File: src/rtl/add64_pkg.sv
// add64_pkg: shared widths and FSM state encoding for the add64_scheduler slice.
package add64_pkg;

    localparam int unsigned HALF_W = 32;
    localparam int unsigned FULL_W = 64;

    // One pass per state: accept, low half, high half, carry fix-up, response.
    typedef enum logic [2:0] {
        IDLE = 3'd0,
        LO   = 3'd1,
        HI   = 3'd2,
        INC  = 3'd3,
        RESP = 3'd4
    } state_t;

endpackage

File: src/rtl/carry_look_ahead_adder.sv
// carry_look_ahead_adder: 32-bit two-level carry look-ahead adder, no carry-in.
// Bits are grouped in nibbles; each nibble produces group generate/propagate,
// and group carries are chained so each bit carry is a short sum of products.
module carry_look_ahead_adder
    import add64_pkg::*;
(
    input  logic [HALF_W-1:0] A,
    input  logic [HALF_W-1:0] B,
    output logic [HALF_W-1:0] S,
    output logic              C
);

    localparam int unsigned NGRP = HALF_W / 4;

    logic [HALF_W-1:0] g;
    logic [HALF_W-1:0] p;
    logic [HALF_W-1:0] c;
    logic [NGRP-1:0]   gg;
    logic [NGRP-1:0]   gp;
    logic [NGRP:0]     gc;

    // Bit and group generate/propagate, group carries, then per-bit carries and sum.
    always_comb begin
        g  = A & B;
        p  = A ^ B;
        gg = '0;
        gp = '0;
        gc = '0;
        c  = '0;
        for (int unsigned k = 0; k < NGRP; k++) begin
            gg[k] = g[4*k+3]
                  | (p[4*k+3] & g[4*k+2])
                  | (p[4*k+3] & p[4*k+2] & g[4*k+1])
                  | (p[4*k+3] & p[4*k+2] & p[4*k+1] & g[4*k]);
            gp[k] = &p[4*k +: 4];
        end
        for (int unsigned k = 0; k < NGRP; k++) begin
            gc[k+1] = gg[k] | (gp[k] & gc[k]);
        end
        for (int unsigned k = 0; k < NGRP; k++) begin
            c[4*k]   = gc[k];
            c[4*k+1] = g[4*k] | (p[4*k] & gc[k]);
            c[4*k+2] = g[4*k+1] | (p[4*k+1] & g[4*k]) | (p[4*k+1] & p[4*k] & gc[k]);
            c[4*k+3] = g[4*k+2] | (p[4*k+2] & g[4*k+1]) | (p[4*k+2] & p[4*k+1] & g[4*k])
                     | (p[4*k+2] & p[4*k+1] & p[4*k] & gc[k]);
        end
        S = p ^ c;
        C = gc[NGRP];
    end

endmodule

File: src/rtl/rr_arbiter2.sv
// rr_arbiter2: two-requester round-robin grant; pointer picks the winner on contention.
module rr_arbiter2 (
    input  logic [1:0] valid,
    input  logic       pointer,
    output logic [1:0] grant
);

    // One-hot grant: a lone requester always wins, the pointer breaks ties.
    always_comb begin
        grant = '0;
        case (valid)
            2'b01:   grant = 2'b01;
            2'b10:   grant = 2'b10;
            2'b11:   grant = pointer ? 2'b10 : 2'b01;
            default: grant = '0;
        endcase
    end

endmodule

File: src/rtl/add64_scheduler.sv
// add64_scheduler: two requesters share one 32-bit CLA to form 64-bit sums in
// LO / HI / optional INC passes, returning the result with a valid/ready handshake.
// Optional: define ADD64_OVF_FLAG_EN to add the rsp_ovf signed-overflow output.
module add64_scheduler
    import add64_pkg::*;
#(
    parameter bit PRIO_INIT = 1'b0
) (
    input  logic              clk,
    input  logic              rst_n,
    input  logic              req0_valid,
    output logic              req0_ready,
    input  logic [FULL_W-1:0] req0_a,
    input  logic [FULL_W-1:0] req0_b,
    input  logic              req1_valid,
    output logic              req1_ready,
    input  logic [FULL_W-1:0] req1_a,
    input  logic [FULL_W-1:0] req1_b,
    output logic              rsp_valid,
    input  logic              rsp_ready,
    output logic              rsp_id,
    output logic [FULL_W-1:0] rsp_sum,
    output logic              rsp_cout
`ifdef ADD64_OVF_FLAG_EN
    ,
    output logic              rsp_ovf
`endif
);

    state_t            state;
    logic              pointer;
    logic [FULL_W-1:0] op_a;
    logic [FULL_W-1:0] op_b;
    logic [FULL_W-1:0] sum_q;
    logic              c_lo;
    logic              c_hi;
    logic              cout_q;
    logic              id_q;
    logic              rsp_valid_q;
    logic [1:0]        grant;
    logic [HALF_W-1:0] add_a;
    logic [HALF_W-1:0] add_b;
    logic [HALF_W-1:0] add_s;
    logic              add_c;
`ifdef ADD64_OVF_FLAG_EN
    logic              ovf_q;
`endif

    rr_arbiter2 u_arb (
        .valid   ({req1_valid, req0_valid}),
        .pointer (pointer),
        .grant   (grant)
    );

    carry_look_ahead_adder u_cla (
        .A (add_a),
        .B (add_b),
        .S (add_s),
        .C (add_c)
    );

    // Ready only in IDLE for the granted requester; forced low while reset is asserted.
    always_comb begin
        req0_ready = rst_n && (state == IDLE) && grant[0];
        req1_ready = rst_n && (state == IDLE) && grant[1];
    end

    // Steer the shared adder according to the current pass.
    always_comb begin
        add_a = '0;
        add_b = '0;
        case (state)
            LO: begin
                add_a = op_a[HALF_W-1:0];
                add_b = op_b[HALF_W-1:0];
            end
            HI: begin
                add_a = op_a[FULL_W-1:HALF_W];
                add_b = op_b[FULL_W-1:HALF_W];
            end
            INC: begin
                add_a = sum_q[FULL_W-1:HALF_W];
                add_b = {{(HALF_W-1){1'b0}}, 1'b1};
            end
            default: begin
                add_a = '0;
                add_b = '0;
            end
        endcase
    end

    // Sequencer: accept, low pass, high pass, optional low-carry increment, respond.
    // The low-half carry is applied as a separate +1 on the upper half rather than
    // as a carry-in, so the adder keeps a carry-in-free interface.
    always_ff @(posedge clk or negedge rst_n) begin
        if (!rst_n) begin
            state       <= IDLE;
            pointer     <= PRIO_INIT;
            op_a        <= '0;
            op_b        <= '0;
            sum_q       <= '0;
            c_lo        <= 1'b0;
            c_hi        <= 1'b0;
            cout_q      <= 1'b0;
            id_q        <= 1'b0;
            rsp_valid_q <= 1'b0;
`ifdef ADD64_OVF_FLAG_EN
            ovf_q       <= 1'b0;
`endif
        end else begin
            case (state)
                IDLE: begin
                    if (req0_valid && req0_ready) begin
                        op_a  <= req0_a;
                        op_b  <= req0_b;
                        id_q  <= 1'b0;
                        state <= LO;
                    end else if (req1_valid && req1_ready) begin
                        op_a  <= req1_a;
                        op_b  <= req1_b;
                        id_q  <= 1'b1;
                        state <= LO;
                    end
                end
                LO: begin
                    sum_q[HALF_W-1:0] <= add_s;
                    c_lo              <= add_c;
                    state             <= HI;
                end
                HI: begin
                    sum_q[FULL_W-1:HALF_W] <= add_s;
                    c_hi                   <= add_c;
                    if (c_lo) begin
                        state <= INC;
                    end else begin
                        cout_q      <= add_c;
                        rsp_valid_q <= 1'b1;
                        state       <= RESP;
`ifdef ADD64_OVF_FLAG_EN
                        ovf_q <= (op_a[FULL_W-1] == op_b[FULL_W-1]) &&
                                 (add_s[HALF_W-1] != op_a[FULL_W-1]);
`endif
                    end
                end
                INC: begin
                    sum_q[FULL_W-1:HALF_W] <= add_s;
                    cout_q                 <= c_hi | add_c;
                    rsp_valid_q            <= 1'b1;
                    state                  <= RESP;
`ifdef ADD64_OVF_FLAG_EN
                    ovf_q <= (op_a[FULL_W-1] == op_b[FULL_W-1]) &&
                             (add_s[HALF_W-1] != op_a[FULL_W-1]);
`endif
                end
                RESP: begin
                    if (rsp_ready) begin
                        rsp_valid_q <= 1'b0;
                        pointer     <= ~id_q;
                        state       <= IDLE;
                    end
                end
                default: state <= IDLE;
            endcase
        end
    end

    // Response outputs come straight from the registers, so they hold while stalled.
    always_comb begin
        rsp_valid = rsp_valid_q;
        rsp_id    = id_q;
        rsp_sum   = sum_q;
        rsp_cout  = cout_q;
`ifdef ADD64_OVF_FLAG_EN
        rsp_ovf   = ovf_q;
`endif
    end

endmodule

File: config.mk
export PLATFORM = sky130hd
export DESIGN_NAME = add64_scheduler
export DESIGN_NICKNAME = d
export VERILOG_FILES = /design/src/rtl/add64_pkg.sv /design/src/rtl/carry_look_ahead_adder.sv /design/src/rtl/rr_arbiter2.sv /design/src/rtl/add64_scheduler.sv
export SDC_FILE = /design/constraint.sdc
export NUM_CORES = 1
export LEC_CHECK = 0
export ABC_AREA = 1
export CAP_MARGIN = 5
export CELL_PAD_IN_SITES_DETAIL_PLACEMENT = 0
export CELL_PAD_IN_SITES_GLOBAL_PLACEMENT = 1
export CORE_ASPECT_RATIO = 1.25
export CORE_MARGIN = 5
export CORE_UTILIZATION = 36
export CTS_BUF_LIST = sky130_fd_sc_hd__clkbuf_8
export CTS_CLUSTER_SIZE = 28
export DETAILED_ROUTE_END_ITERATION = 10
export PLACE_DENSITY_LB_ADDON = 0.1
export SLEW_MARGIN = 30
export SYNTH_ARGS = -nofsm -noshare
export SYNTH_HDL_FRONTEND = slang
export SYNTH_HIERARCHICAL = 1
export SYNTH_SLANG_ARGS = --single-unit
File: constraint.sdc
create_clock -name clk -period 3.7 [get_ports clk]
set_input_delay 0.74 -clock clk [delete_from_list [all_inputs] [get_ports clk]]
set_output_delay 0.74 -clock clk [all_outputs]
set_load 0.005 [all_outputs]
==> metrics <==
count of inserted antenna diode cells 0; largest buffer count on any clock path 3; met3 Resource Use GR 0.0391; cell count after placement 2298; post-detail-place hpwl 29400 um; drt pass-1 iters 5; top-area cell type share of the netlist area 0.406; Power Total 10.4 mW; sw power 4.10 mW; Net count, final 2216; required time worst endpoint 4.15 ns; Unique masters post-synth 34; via-per-instance ratio 4.96; async set or reset register ratio after synthesis 1.00; Starting Density 0.362; GR met2 Demand/Resource 0.314; Net Count, Synth 1932; H-tree Lvls 2; antenna violations before repair 1; leading register cell type out of synthesis dfrtp_1; Worst-path clk slew 0.06 ns; highest net fanout along the worst path 10; count of flip-flops with a built-in enable after synthesis 0; Max rail drop VDD 0.000230 V; Cell Count, Final, Fillers Out 2361; core footprint 34200 sq um; CTS tree yes; count of input and output buffers 329; Finish-stage setup viols 0; root buffer selected by CTS clkbuf_8; count of pins over their slew limit 0; Clock Power Share 0.212; fraction of final layout cells sized beyond drive strength 1 0.0626; final clock skew 0.0172 ns; element type at the critical path start flop; total track usage 0.209; max_cap viols 0; type of the tightest min-delay check in -> async; row cnt 76; Leak Pwr 8.22 nW; count of cells along the worst register-to-register path 25; Remaining DRCs 0; internal power summed over all cells 6.34 mW; synthesized instance count 1631; horizontal die dimension 176 um; Tightest Pin Transition 0.719 ns; clock latency on the worst-skew pair 0.54 ns; class of the most critical setup path reg -> reg; Wirelength per Cell 17.7 um; boundary pin count 330; final core area utilization 0.492; initial DRC count 876; period utilisation layout 0.938; via count of the first global-routing pass 11.5k; routed wire length 41900 um; final hold vios 0; register bit total from synthesis 201; Flop pwr share 0.364; wire length of the first global-routing pass 64700 um; die outline area 38200 sq um; average cell area after synthesis 7.60 sq um; largest area contributor in the synthesized netlist dfrtp_1; highest-utilization routing layer at the global route stage met1; sum of overflow across all layers after global routing 0; synthesis warning total 6; minimum period implied by the final worst setup slack 3.47 ns; Worst slew margin 0.521; Vert. Die Dim 217 um; Detail Route Antenna Nets 0; clock buffer count from CTS 36; area overhead of the layout relative to synthesis 35.9%; fraction of power spent switching nets 0.393; Worst Setup End Kind flop; global placer's final weighted congestion 0.846; top cells by area, synth dfrtp_1, nand2_1, nand3_1; outcome finished clean; Clock Sinks 201; portion of the post-synthesis area used by sequential elements 0.406; PwrDens 620 nW/um^2; power share of the combinational group 0.424; maximum number of pins on one net before global-route repair 130; upper clock frequency limit 288 MHz; total vias in the final route 11.7k; met1 layer usage reported by global route 0.316; data arrival at the endpoint of the critical path 3.92 ns; Syn Std Cell Area 12400 sq um
[stage by stage]
stage | instance area (sq um) | hold WS, ns | setup slack [ns] | TNS (ns)
floorplan | 12400 | 0.444 | 0.344 | 0
global placement | 16000 | 0.463 | 0.267 | 0
detailed placement | 16000 | 0.461 | 0.159 | 0
global route | 16800 | 0.0977 | -0.00119 | -0.00119
finish | 16800 | 0.0961 | 0.231 | 0
CTS | 16700 | 0.0874 | 0.156 | 0
[routing by layer]
layer  wire length [um]  vias to the layer above
li1                   -                     5839
met1              20600                     5476
met2              18000                      340
met3               2540                       43
met4                628                        2
met5                 13                        -
[cells in the mapped netlist, types with 12 or more instances]
master	instances
nor2_1	17
a21oi_1	18
nand2_1	474
nand3_1	300
buf_2	61
o21ai_0	69
nand2_4	12
o21bai_1	130
ha_1	32
dfrtp_1	201
clkbuf_1	35
a22o_1	31
xor2_1	16
inv_1	181
buf_6	12
[flip-flops by register name, indices dropped and copies added (netlist names), 3 cells and up]
register	count
op_a	64
op_b	64
rsp_sum	64
state	3
[layout by cell type, fill, tap and decap left out, types with 6 or more instances in the layout]
master,instances
nor2_1,15
o21bai_1,130
nand2_1,471
inv_1,183
clkbuf_8,45
dfrtp_1,199
nand3_1,299
nand2_2,6
ha_1,32
buf_12,10
a21oi_1,18
clkdlybuf4s50_1,328
fa_1,8
xor2_1,16
a22o_1,31
nand2_4,16
buf_4,17
o21ai_0,69
[cell type report]
cell class              count  area, sq um
fillers                  3429        17400
multi-input cells        1133         6120
flip-flops and latches    201         5030
repair buffers            361         3720
inverters                 182          686
clock buffers              45          619
well taps                 429          537
clock inverters            10          119
[power by group through the flow]
stage                     logic (mW)  registers (mW)  clock network, mW
after floorplan                 2.76            3.52                  0
after global routing            4.98            3.90               2.36
after CTS                       4.34            3.79               2.28
final                           4.42            3.80               2.21
after detailed placement        4.32            3.80                  0
after global placement          4.23            3.85                  0
[path summary, 6_finish.rpt]
path | slack [ns] | end | start
setup / recovery | 0.23 | rsp_sum[61]$_DFFE_PN0P_ | state[2]$_DFFE_PN0P_
hold / removal | 0.1 | op_b[28]$_DFFE_PN0P_ | rst_n
setup reg to reg | 0.23 | rsp_sum[61]$_DFFE_PN0P_ | state[2]$_DFFE_PN0P_
hold reg to reg | 0.48 | rsp_valid$_DFFE_PN0P_ | rsp_valid$_DFFE_PN0P_
max in group asynchronous | 2.11 | state[0]$_DFFE_PN0P_ | rst_n
min in group clk | 0.48 | rsp_valid$_DFFE_PN0P_ | rsp_valid$_DFFE_PN0P_
[timing repair]
action	CTS	global route
setup buffers	0	5
hold buffers	0	0
resized for setup	0	8
endpoints found under the setup margin	0	5
[critical path, cell delays in order, from the launching register on]
cell and delay (ns):
dfrtp_1 0.39, inv_2 0.10, nand2_4 0.09, nor2_4 0.22
buf_12 0.17, a22o_1 0.15, ha_1 0.26, or2_0 0.24
nand2_1 0.08, nand2_2 0.08, nand2_2 0.09, nand2_4 0.07
nand2_4 0.07, nand2_4 0.06, nand2_4 0.07, nand2_4 0.06
nand2_4 0.07, nand2_4 0.06, nand2_4 0.07, nand2_4 0.07
nand2_4 0.08, nand2_4 0.06, fa_1 0.38, xor2_1 0.16
inv_1 0.06, o21ai_0 0.17
[logic make-up (layout without fill, tap and decap cells)]
family	after synthesis	count (layout)	synth area share
flops	201	201	0.406
compound gates	253	253	0.139
simple gates	820	820	0.290
xor+xnor	20	20	0.0141
buf+inv	297	598	0.105
fa+ha+maj	40	40	0.0452
Power figures use the tool's default switching activity.
